`src/rtl/raid_pkg.sv`:
```
// rtl/raid_pkg.sv - shared types and helpers for the RAID5 stripe writer
package raid_pkg;

    typedef enum logic [2:0] {
        ST_IDLE,
        ST_STREAM,
        ST_DRAIN,
        ST_FINISH,
        ST_FAULT
    } state_t;

    // 0-based card index (0 = SD1) or stripe role (0 = parity, 1 = sram1, 2 = sram2)
    typedef logic [1:0] sd_index_t;

    localparam int BLOCK_WORDS = 128;

    // Full-width modulo 3. Since 4 == 1 (mod 3), summing the sixteen 2-bit
    // digits keeps the residue and leaves a value of at most 48.
    function automatic sd_index_t mod3(input logic [31:0] n);
        logic [5:0] sum;
        logic [5:0] r;
        sum = '0;
        for (int i = 0; i < 16; i++) begin
            sum = sum + {4'b0000, n[2*i +: 2]};
        end
        r = sum % 6'd3;
        return r[1:0];
    endfunction

    // Stripe role carried by a card. A role lands on card (p + role) mod 3,
    // so the role of a card is (card - p) mod 3.
    function automatic sd_index_t card_role(input sd_index_t card, input sd_index_t p);
        logic [2:0] d;
        d = {1'b0, card} + 3'd3 - {1'b0, p};
        if (d >= 3'd3) begin
            d = d - 3'd3;
        end
        return d[1:0];
    endfunction

endpackage

```
`src/rtl/stripe_fifo.sv`:
```
// rtl/stripe_fifo.sv - synchronous stripe buffer holding {sram1, sram2} pairs
// Ports: clk/rst (async active-high), clr (synchronous flush, wins over push/pop),
//        push/push_data, pop/pop_data (head, valid while !empty), full, empty, count.
module stripe_fifo #(
    parameter int DATA_W = 64,
    parameter int DEPTH  = 4
) (
    input  logic                     clk,
    input  logic                     rst,
    input  logic                     clr,
    input  logic                     push,
    input  logic [DATA_W-1:0]        push_data,
    input  logic                     pop,
    output logic [DATA_W-1:0]        pop_data,
    output logic                     full,
    output logic                     empty,
    output logic [$clog2(DEPTH):0]   count
);

    localparam int AW = $clog2(DEPTH);

    logic [DATA_W-1:0] mem_q [DEPTH];
    logic [DATA_W-1:0] mem_d [DEPTH];
    logic [AW-1:0]     wr_ptr_q, wr_ptr_d;
    logic [AW-1:0]     rd_ptr_q, rd_ptr_d;
    logic [AW:0]       count_q, count_d;
    logic              do_push, do_pop;

    assign full     = (count_q == (AW+1)'(DEPTH));
    assign empty    = (count_q == '0);
    assign count    = count_q;
    assign pop_data = mem_q[rd_ptr_q];

    always_comb begin
        do_push  = push && !full;
        do_pop   = pop && !empty;
        mem_d    = mem_q;
        wr_ptr_d = wr_ptr_q;
        rd_ptr_d = rd_ptr_q;
        count_d  = count_q;
        if (clr) begin
            wr_ptr_d = '0;
            rd_ptr_d = '0;
            count_d  = '0;
        end else begin
            if (do_push) begin
                mem_d[wr_ptr_q] = push_data;
                wr_ptr_d        = wr_ptr_q + AW'(1);
            end
            if (do_pop) begin
                rd_ptr_d = rd_ptr_q + AW'(1);
            end
            case ({do_push, do_pop})
                2'b10:   count_d = count_q + (AW+1)'(1);
                2'b01:   count_d = count_q - (AW+1)'(1);
                default: count_d = count_q;
            endcase
        end
    end

    always_ff @(posedge clk or posedge rst) begin
        if (rst) begin
            for (int i = 0; i < DEPTH; i++) begin
                mem_q[i] <= '0;
            end
            wr_ptr_q <= '0;
            rd_ptr_q <= '0;
            count_q  <= '0;
        end else begin
            mem_q    <= mem_d;
            wr_ptr_q <= wr_ptr_d;
            rd_ptr_q <= rd_ptr_d;
            count_q  <= count_d;
        end
    end

endmodule

```
`src/rtl/stripe_writer.sv`:
```
// rtl/stripe_writer.sv - streams one block from two SRAMs to three SD cards with rotated XOR parity
// Ports: start/block_no (block request), sram_read_enable/sram_word_addr/sram1_data/sram2_data
//        (shared SRAM read port, data one cycle after strobe), sd_valid/sd_ready/sd1..3_data
//        (lockstep card stream, accepted only when all three ready), sd_error (card faults),
//        parity_sd_no (1-based parity card), busy/done/error (status to control_unit).
module stripe_writer
    import raid_pkg::*;
#(
    parameter int WORD_W     = 32,
    parameter int FIFO_DEPTH = 4
) (
    input  logic              clk,
    input  logic              rst,
    input  logic              start,
    input  logic [31:0]       block_no,
    output logic              sram_read_enable,
    output logic [6:0]        sram_word_addr,
    input  logic [WORD_W-1:0] sram1_data,
    input  logic [WORD_W-1:0] sram2_data,
    output logic              sd_valid,
    input  logic [2:0]        sd_ready,
    output logic [WORD_W-1:0] sd1_data,
    output logic [WORD_W-1:0] sd2_data,
    output logic [WORD_W-1:0] sd3_data,
    input  logic [5:0]        sd_error,
    output logic [1:0]        parity_sd_no,
    output logic              busy,
    output logic              done,
    output logic              error
);

    localparam int CW = $clog2(FIFO_DEPTH) + 1;
    localparam logic [CW:0] DEPTH_V = (CW+1)'(FIFO_DEPTH);

    state_t            state_q, state_d;
    logic [6:0]        addr_q, addr_d;
    logic [7:0]        acc_cnt_q, acc_cnt_d;
    logic              inflight_q, inflight_d;
    logic [1:0]        parity_sd_no_q, parity_sd_no_d;
    logic              error_q, error_d;

    logic              fifo_clr, fifo_push, fifo_pop, fifo_full, fifo_empty;
    logic [CW-1:0]     fifo_count;
    logic [2*WORD_W-1:0] fifo_head;
    logic              active, accept;
    logic [CW:0]       used;
    sd_index_t         p;
    logic [WORD_W-1:0] w_sram1, w_sram2, w_parity;

    function automatic logic [WORD_W-1:0] pick(input sd_index_t role,
                                               input logic [WORD_W-1:0] par,
                                               input logic [WORD_W-1:0] s1,
                                               input logic [WORD_W-1:0] s2);
        case (role)
            2'd0:    return par;
            2'd1:    return s1;
            default: return s2;
        endcase
    endfunction

    stripe_fifo #(
        .DATA_W (2*WORD_W),
        .DEPTH  (FIFO_DEPTH)
    ) u_fifo (
        .clk       (clk),
        .rst       (rst),
        .clr       (fifo_clr),
        .push      (fifo_push),
        .push_data ({sram1_data, sram2_data}),
        .pop       (fifo_pop),
        .pop_data  (fifo_head),
        .full      (fifo_full),
        .empty     (fifo_empty),
        .count     (fifo_count)
    );

    always_comb begin
        active   = (state_q == ST_STREAM) || (state_q == ST_DRAIN);
        // Entries already buffered plus the read whose data lands this cycle;
        // issuing only under this bound means a capture never finds the FIFO full.
        used     = {1'b0, fifo_count} + {{CW{1'b0}}, inflight_q};
        sd_valid = active && !fifo_empty;
        accept   = sd_valid && (sd_ready == 3'b111);

        state_d          = state_q;
        addr_d           = addr_q;
        acc_cnt_d        = acc_cnt_q;
        parity_sd_no_d   = parity_sd_no_q;
        error_d          = error_q;
        sram_read_enable = 1'b0;
        fifo_clr         = 1'b0;

        case (state_q)
            ST_IDLE, ST_FAULT: begin
                if (start) begin
                    state_d        = ST_STREAM;
                    parity_sd_no_d = mod3(block_no) + 2'd1;
                    error_d        = 1'b0;
                    fifo_clr       = 1'b1;
                    addr_d         = '0;
                    acc_cnt_d      = '0;
                end
            end
            ST_STREAM: begin
                sram_read_enable = (used < DEPTH_V);
                if (sram_read_enable) begin
                    addr_d = addr_q + 7'd1;
                    if (addr_q == 7'(BLOCK_WORDS-1)) begin
                        state_d = ST_DRAIN;
                    end
                end
            end
            ST_DRAIN: begin
                if (accept && (acc_cnt_q == 8'(BLOCK_WORDS-1))) begin
                    state_d = ST_FINISH;
                end
            end
            ST_FINISH: begin
                state_d = ST_IDLE;
            end
            default: begin
                state_d = ST_IDLE;
            end
        endcase

        if (accept) begin
            acc_cnt_d = acc_cnt_q + 8'd1;
        end

        // A card fault overrides everything, including a final accept this cycle.
        if (active && (sd_error != 6'd0)) begin
            state_d  = ST_FAULT;
            error_d  = 1'b1;
            fifo_clr = 1'b1;
        end

        inflight_d = sram_read_enable;
        fifo_push  = inflight_q && active && !fifo_full;
        fifo_pop   = accept;
    end

    always_ff @(posedge clk or posedge rst) begin
        if (rst) begin
            state_q        <= ST_IDLE;
            addr_q         <= '0;
            acc_cnt_q      <= '0;
            inflight_q     <= 1'b0;
            parity_sd_no_q <= '0;
            error_q        <= 1'b0;
        end else begin
            state_q        <= state_d;
            addr_q         <= addr_d;
            acc_cnt_q      <= acc_cnt_d;
            inflight_q     <= inflight_d;
            parity_sd_no_q <= parity_sd_no_d;
            error_q        <= error_d;
        end
    end

    assign w_sram1  = fifo_head[2*WORD_W-1:WORD_W];
    assign w_sram2  = fifo_head[WORD_W-1:0];
    assign w_parity = w_sram1 ^ w_sram2;
    assign p        = parity_sd_no_q - 2'd1;

    assign sd1_data = sd_valid ? pick(card_role(2'd0, p), w_parity, w_sram1, w_sram2) : '0;
    assign sd2_data = sd_valid ? pick(card_role(2'd1, p), w_parity, w_sram1, w_sram2) : '0;
    assign sd3_data = sd_valid ? pick(card_role(2'd2, p), w_parity, w_sram1, w_sram2) : '0;

    assign sram_word_addr = addr_q;
    assign parity_sd_no   = parity_sd_no_q;
    assign busy           = active;
    assign done           = (state_q == ST_FINISH);
    assign error          = error_q;

endmodule

```
`config.mk`:
```
export PLATFORM = sky130hd
export DESIGN_NAME = stripe_writer
export DESIGN_NICKNAME = d
export VERILOG_FILES = /design/src/rtl/raid_pkg.sv /design/src/rtl/stripe_fifo.sv /design/src/rtl/stripe_writer.sv
export SDC_FILE = /design/constraint.sdc
export NUM_CORES = 1
export LEC_CHECK = 0
export CAP_MARGIN = 20
export CORE_MARGIN = 4
export CORE_UTILIZATION = 35
export DETAILED_ROUTE_END_ITERATION = 8
export DONT_BUFFER_PORTS = 1
export GPL_TIMING_DRIVEN = 1
export PLACE_DENSITY_LB_ADDON = 0.1
export SLEW_MARGIN = 30
export SYNTH_ARGS = -nofsm -noshare
export SYNTH_HDL_FRONTEND = slang
export SYNTH_SLANG_ARGS = --single-unit
```
`constraint.sdc`:
```
create_clock -name clk -period 7.6 [get_ports clk]
set_clock_uncertainty 0.2 [all_clocks]
set_input_delay 0 -clock clk [delete_from_list [all_inputs] [get_ports clk]]
set_output_delay 0 -clock clk [all_outputs]
set_load 0.05 [all_outputs]
```
* Yosys cells after proc, flatten, opt, wreduce, memory -nomap -nowiden
Index checks and enable logic that the tools add are counted.
W data, S select, Z words.
** Word-level totals
- Flip-flop bits (word level) :: 285
- Output and inout bits :: 110
** Operators by class
- Add/sub/neg operators :: 30
- Div/mod/pow operators :: 1
- Order comparisons :: 7
- Eq/ne operators :: 19
- Muxes and demuxes :: 40
- Bitwise logic cells :: 4
- Reductions and logical operators :: 33
** Operators by type and width (number)
- $bwmux W256 :: 1
- $mux W64 :: 3
- $pmux W32 S2 :: 3
- $bmux W64 S2 :: 1
- $demux W64 S2 :: 1
- $mux W32 :: 3
- $add A6 B2 Y6 :: 11
- $xor A32 B32 Y32 :: 1
- $mux W8 :: 3
- $mux W3 :: 6
- $mux W2 :: 7
- $mux W7 :: 2
- $pmux W7 S2 :: 1
- $reduce_bool A2 Y1 :: 7
- $eq A3 B3 Y1 const B :: 3
- $ge A3 B2 Y1 const B :: 3
- $logic_and A1 B1 Y1 :: 9
- $ne A3 B1 Y1 const B :: 3
- $pmux W3 S3 :: 1
- $add A8 B1 Y8 const B :: 1
- $eq A2 B1 Y1 const B :: 4
- $eq A8 B7 Y1 const B :: 1
- $reduce_and A2 Y1 :: 4
- $add A7 B1 Y7 const B :: 1
- other kinds (36) :: 54

* Logic depth before layout (Yosys ltp)
- Word-level depth :: 17
- Gate-level depth with buffers :: 29
- Depth with buffers taken out :: 29

* Cells and area by module
From an unflattened synthesis, not the netlist that was laid out.
** Unflattened totals
- Cell total of the unflattened synthesis :: 1497
- Area, all modules :: 17192.7 µm²
** By module, submodules not included
- stripe_fifo :: instances 1, cells an instance 683, area each 11972.7 µm²
- stripe_writer :: instances 1, cells an instance 814, area each 5220.0 µm²

* Worst setup path before layout
Ideal clock, no wire load.
- Kind :: input to register
- From :: input block_no[7]
- To :: register parity_sd_no_q[1] (netlist: parity_sd_no[1])
- Data arrival time :: 6.547 ns
- Required time :: 7.275 ns
- Setup slack :: 0.728 ns
- Stages :: 27
- Path through :: inv_1 -> fa_1 -> inv_1 -> fa_1 -> fa_1 -> fa_1 -> fa_1 -> ha_1 -> fa_1 -> a21o_1 -> a21o_1 -> inv_1 -> ha_1 -> nor4b_4 -> a21oi_1 -> o211ai_1 -> nor2_1 -> nand2_1 -> a21oi_1 -> ha_1 -> or4_1 -> a21oi_1 -> a211oi_2 -> ha_1 -> and3_1 -> o21ai_0 -> nand3_2
** Between the ends
- Longest elaborated chain between the ends :: 15
** RTL lines
- start: declaration :: line stripe_writer.sv:15 : input logic [31:0] block_no,
- $add A4 B2 Y5 :: line raid_pkg.sv:24 : sum = sum + {4'b0000, n[2*i +: 2]};
- $add A5 B2 Y6 :: line raid_pkg.sv:24
- $add A6 B2 Y6 (11 in a row) :: line raid_pkg.sv:24
- $mod A6 B2 Y6 :: line raid_pkg.sv:26 : r = sum % 6'd3;
- $add A2 B1 Y2 :: line stripe_writer.sv:97 : parity_sd_no_d = mod3(block_no) + 2'd1;
- end signal: assignment :: line stripe_writer.sv:155 : parity_sd_no_q <= parity_sd_no_d;
- end: declaration :: line stripe_writer.sv:39 : logic [1:0] parity_sd_no_q, parity_sd_no_d;
Every way passes these cells.
A chain may end at the register's enable or synchronous reset.

* Worst setup path in the final report
Same ends and word-level chain as after synthesis.

==> results by group <==
Run status
  • Status: finished, final reports clean

Logic synthesis
  • Post-Syn Area: 16,400 µm²
  • Cell variety after synth: 52
  • Yosys warnings: 0
  • FF+latch count, synth: 285
  • Register area share after synthesis: 43.4%
  • Number of enable flip-flop cells after synthesis: 0
  • Commonest register cell after synthesis: dfrtp_1
  • Mean Syn Cell Area: 11.4 µm²
  • Post-synth ARST share: 100%
  • Mapped Cells: 1,436
  • Syn_nets: 1,593

Min path
  • Worst Hold Class: input port to register
  • Hold Path Stages: 2
  • Hold_sp: sram2_data[26]
  • Hold Path Sink: u_fifo.mem_q[90]$_DFFE_PP0P_

Worst setup path
  • R2r startpoint: state_q[0]$_DFFE_PP0P_
  • Reg2Reg Depth: 9
  • CP Capture Type: register
  • WP data arrival: 6.88 ns
  • FF-to-FF End: u_fifo.mem_q[82]$_DFFE_PP0P_
  • CP max FO: 7
  • CP Launch Type: input port
  • Setup CP Type: input port to register
  • FF-to-FF setup slack: 3.68 ns
  • Worst path required time: 7.81 ns

Drt
  • Drt first-iter violations: 685
  • Antenna Nets Post-Route: 0
  • Wirelength, routed: 48.7 mm
  • Vias per std cell: 5.45
  • Total vias in the final route: 11,700
  • WL/cell: 22.7 µm
  • Residual DRC: 0
  • DRT Pass-1 Iters: 5

Floorplanning
  • IO Count: 218
  • Core Rows: 79
  • Starting Density: 35.4%
  • Die area: 50,500 µm²
  • Core area: 46,500 µm²
  • Chip width: 225 µm
  • Chip height: 225 µm

Timing
  • Tmin final: 6.67 ns
  • Achievable frequency: 150 MHz
  • Final period utilization: 87.7%
  • Fin. Hold Viols: 0
  • RSZ-0062 raised after global routing: no
  • Slew Limit Fails: 0
  • Setup violators final: 0
  • Setup TNS: 0 ns
  • Slew headroom: 29.9%
  • Worst Tran Pin Value: 1.06 ns

Global route
  • Initial antenna violation count: 8
  • Congestion Overflow GR: 0
  • Gr usage total: 19.2%
  • Largest net degree at the start of global routing: 174
  • Vias in the first global route: 11,800
  • Global-route wire length before repair: 74.8 mm

Clock tree
  • Cts hold-fix bufs: 78
  • Clock latency on the worst-skew pair: 0.53 ns
  • CTS Buffer Depth: 3
  • CTS sink count: 285
  • Root Driver: clkbuf_16
  • Post-CTS Setup Bufs: 0
  • Resized cells post-CTS: 0
  • TritonCTS clock tree: done
  • Clk slew on worst S/H paths: 0.05 ns
  • Max H-tree Level: 2
  • Total CTS buffers: 36

Finish
  • Commonest non-fill, non-tap cell in the layout: dfrtp_1
  • Finished Layout Cells: 2,140
  • Fin nets: 1,661
  • Commonest cells after routing, fill and taps aside: dfrtp_1, mux2_2, o21ai_0
  • Layout area overhead: 18.5%
  • Layout cell share with drive strength beyond 1: 31.7%

Power and ir drop
  • Peak VDD IR: 0.460 mV
  • Pleak: 8.60 nW
  • Pwr Density: 467 nW/µm²
  • Tot Pwr: 9.08 mW

Job
  • # Max-Cap Violations: 0

Placement
  • HPWL after DPL: 32.0 mm
  • Final Wtd Congestion: 0.765
  • Placed cell count: 1,993
  • PortBufs: 0
[power breakdown]
part / total [mW] / internal [mW] / switching [mW]
combinational: 5.28 / 2.11 / 3.17
clock: 1.67 / 0.998 / 0.673
sequential: 2.13 / 1.89 / 0.244
[layer usage]
layer / part of all wire, % / global-route usage, % / vias to the layer above
met5: 0.084 / 0 / -
met4: 2.0 / 4.49 / 6
met3: 5.0 / 4.50 / 64
met2: 48 / 31.1 / 217
met1: 45 / 26.3 / 6057
li1: - / - / 5325
[critical path, stage by stage]
cell,delay (ns)
inv_1,0.04
fa_1,0.53
inv_1,0.05
fa_1,0.46
fa_1,0.52
fa_1,0.52
fa_1,0.49
ha_1,0.24
fa_1,0.48
a21o_1,0.19
a21o_1,0.20
inv_1,0.07
ha_1,0.25
ha_1,0.27
a21oi_1,0.13
mux2i_1,0.43
nor2_1,0.12
nand2_1,0.09
a21oi_1,0.07
ha_1,0.27
or4_1,0.51
a21oi_1,0.16
a211oi_2,0.08
ha_1,0.31
and3_1,0.14
o21ai_0,0.18
nand3_2,0.09
[metrics by stage]
| stage | util [%] | setup WS [ns] | instance area (µm²) | hold slack (ns) |
|---|---|---|---|---|
| after global placement | 37.1 | 0.437 | 17300 | -0.125 |
| final | 41.9 | 0.931 | 19500 | 0.0286 |
| after floorplan | - | 0.728 | 16400 | -0.0683 |
| after CTS | 41.7 | 0.941 | 19400 | 0.000479 |
| after detailed placement | 37.5 | 0.388 | 17400 | -0.114 |
| after global routing | 41.9 | 0.473 | 19500 | 0.0153 |
[layout make-up]
| cell class | instances | area [µm²] |
|---|---|---|
| clock inverters | 9 | 91.3 |
| repair buffers | 131 | 1240 |
| flip-flops and latches | 285 | 7140 |
| clock buffers | 54 | 1060 |
| fillers | 4421 | 27000 |
| inverters | 52 | 200 |
| diodes | 4 | 10.0 |
| well taps | 607 | 759 |
| multi-input cells | 998 | 8960 |
[cell usage after synthesis, drive strengths merged, types with 2 or more instances]
cell type    n  share of area [%]
xnor2        9               0.48
a31oi        3               0.11
mux4        64                8.8
buf         45                1.2
mux2       259                 18
nor4         3               0.11
clkbuf      56                1.3
nor3         6               0.18
a21oi      104                3.2
a21o         5               0.23
nand3       14               0.46
and3         6               0.23
mux2i        4               0.27
inv         52                1.2
a211oi       2               0.12
nand2       98                2.3
ha          22                1.7
or2          3               0.11
o211ai      33                1.5
nand4        5               0.19
o21ai      113                3.4
nand3b      35                1.6
fa          27                3.3
nand2b       2              0.076
a22oi       32                1.5
nor2        92                2.1
dfrtp      285                 43
xor2        42                2.4
[worst max path at each step]
stage / startpoint / to / slack, ns / cells past startpoint
2_1_floorplan: block_no[7] / parity_sd_no[1]$_DFFE_PP0P_ / 0.73 / 27
3_3_place_gp: block_no[7] / parity_sd_no[1]$_DFFE_PP0P_ / 0.44 / 27
6_report: block_no[7] / parity_sd_no[1]$_DFFE_PP0P_ / 0.93 / 27
5_1_grt: block_no[7] / parity_sd_no[1]$_DFFE_PP0P_ / 0.47 / 29
3_5_place_dp: block_no[7] / parity_sd_no[1]$_DFFE_PP0P_ / 0.39 / 27
4_1_cts: block_no[7] / parity_sd_no[1]$_DFFE_PP0P_ / 0.94 / 27
[flip-flops by register name, indices dropped and copies added, names as in the netlist, 2 cells and up]
signal / count
acc_cnt_q: 8
u_fifo.count: 3
parity_sd_no: 2
u_fifo.mem_q: 256
state_q: 3
u_fifo.wr_ptr_q: 2
sram_word_addr: 7
u_fifo.rd_ptr_q: 2
[kinds of logic after synthesis]
| group | after synthesis | synth area share, % |
|---|---|---|
| flops | 285 | 43.4 |
| xor+xnor | 51 | 2.83 |
| fa+ha+maj | 49 | 4.97 |
| buf+inv | 153 | 3.69 |
| simple gates | 268 | 7.65 |
| compound gates | 303 | 10.7 |
| mux | 327 | 26.8 |
No activity file was read; power rests on OpenSTA's default activity.
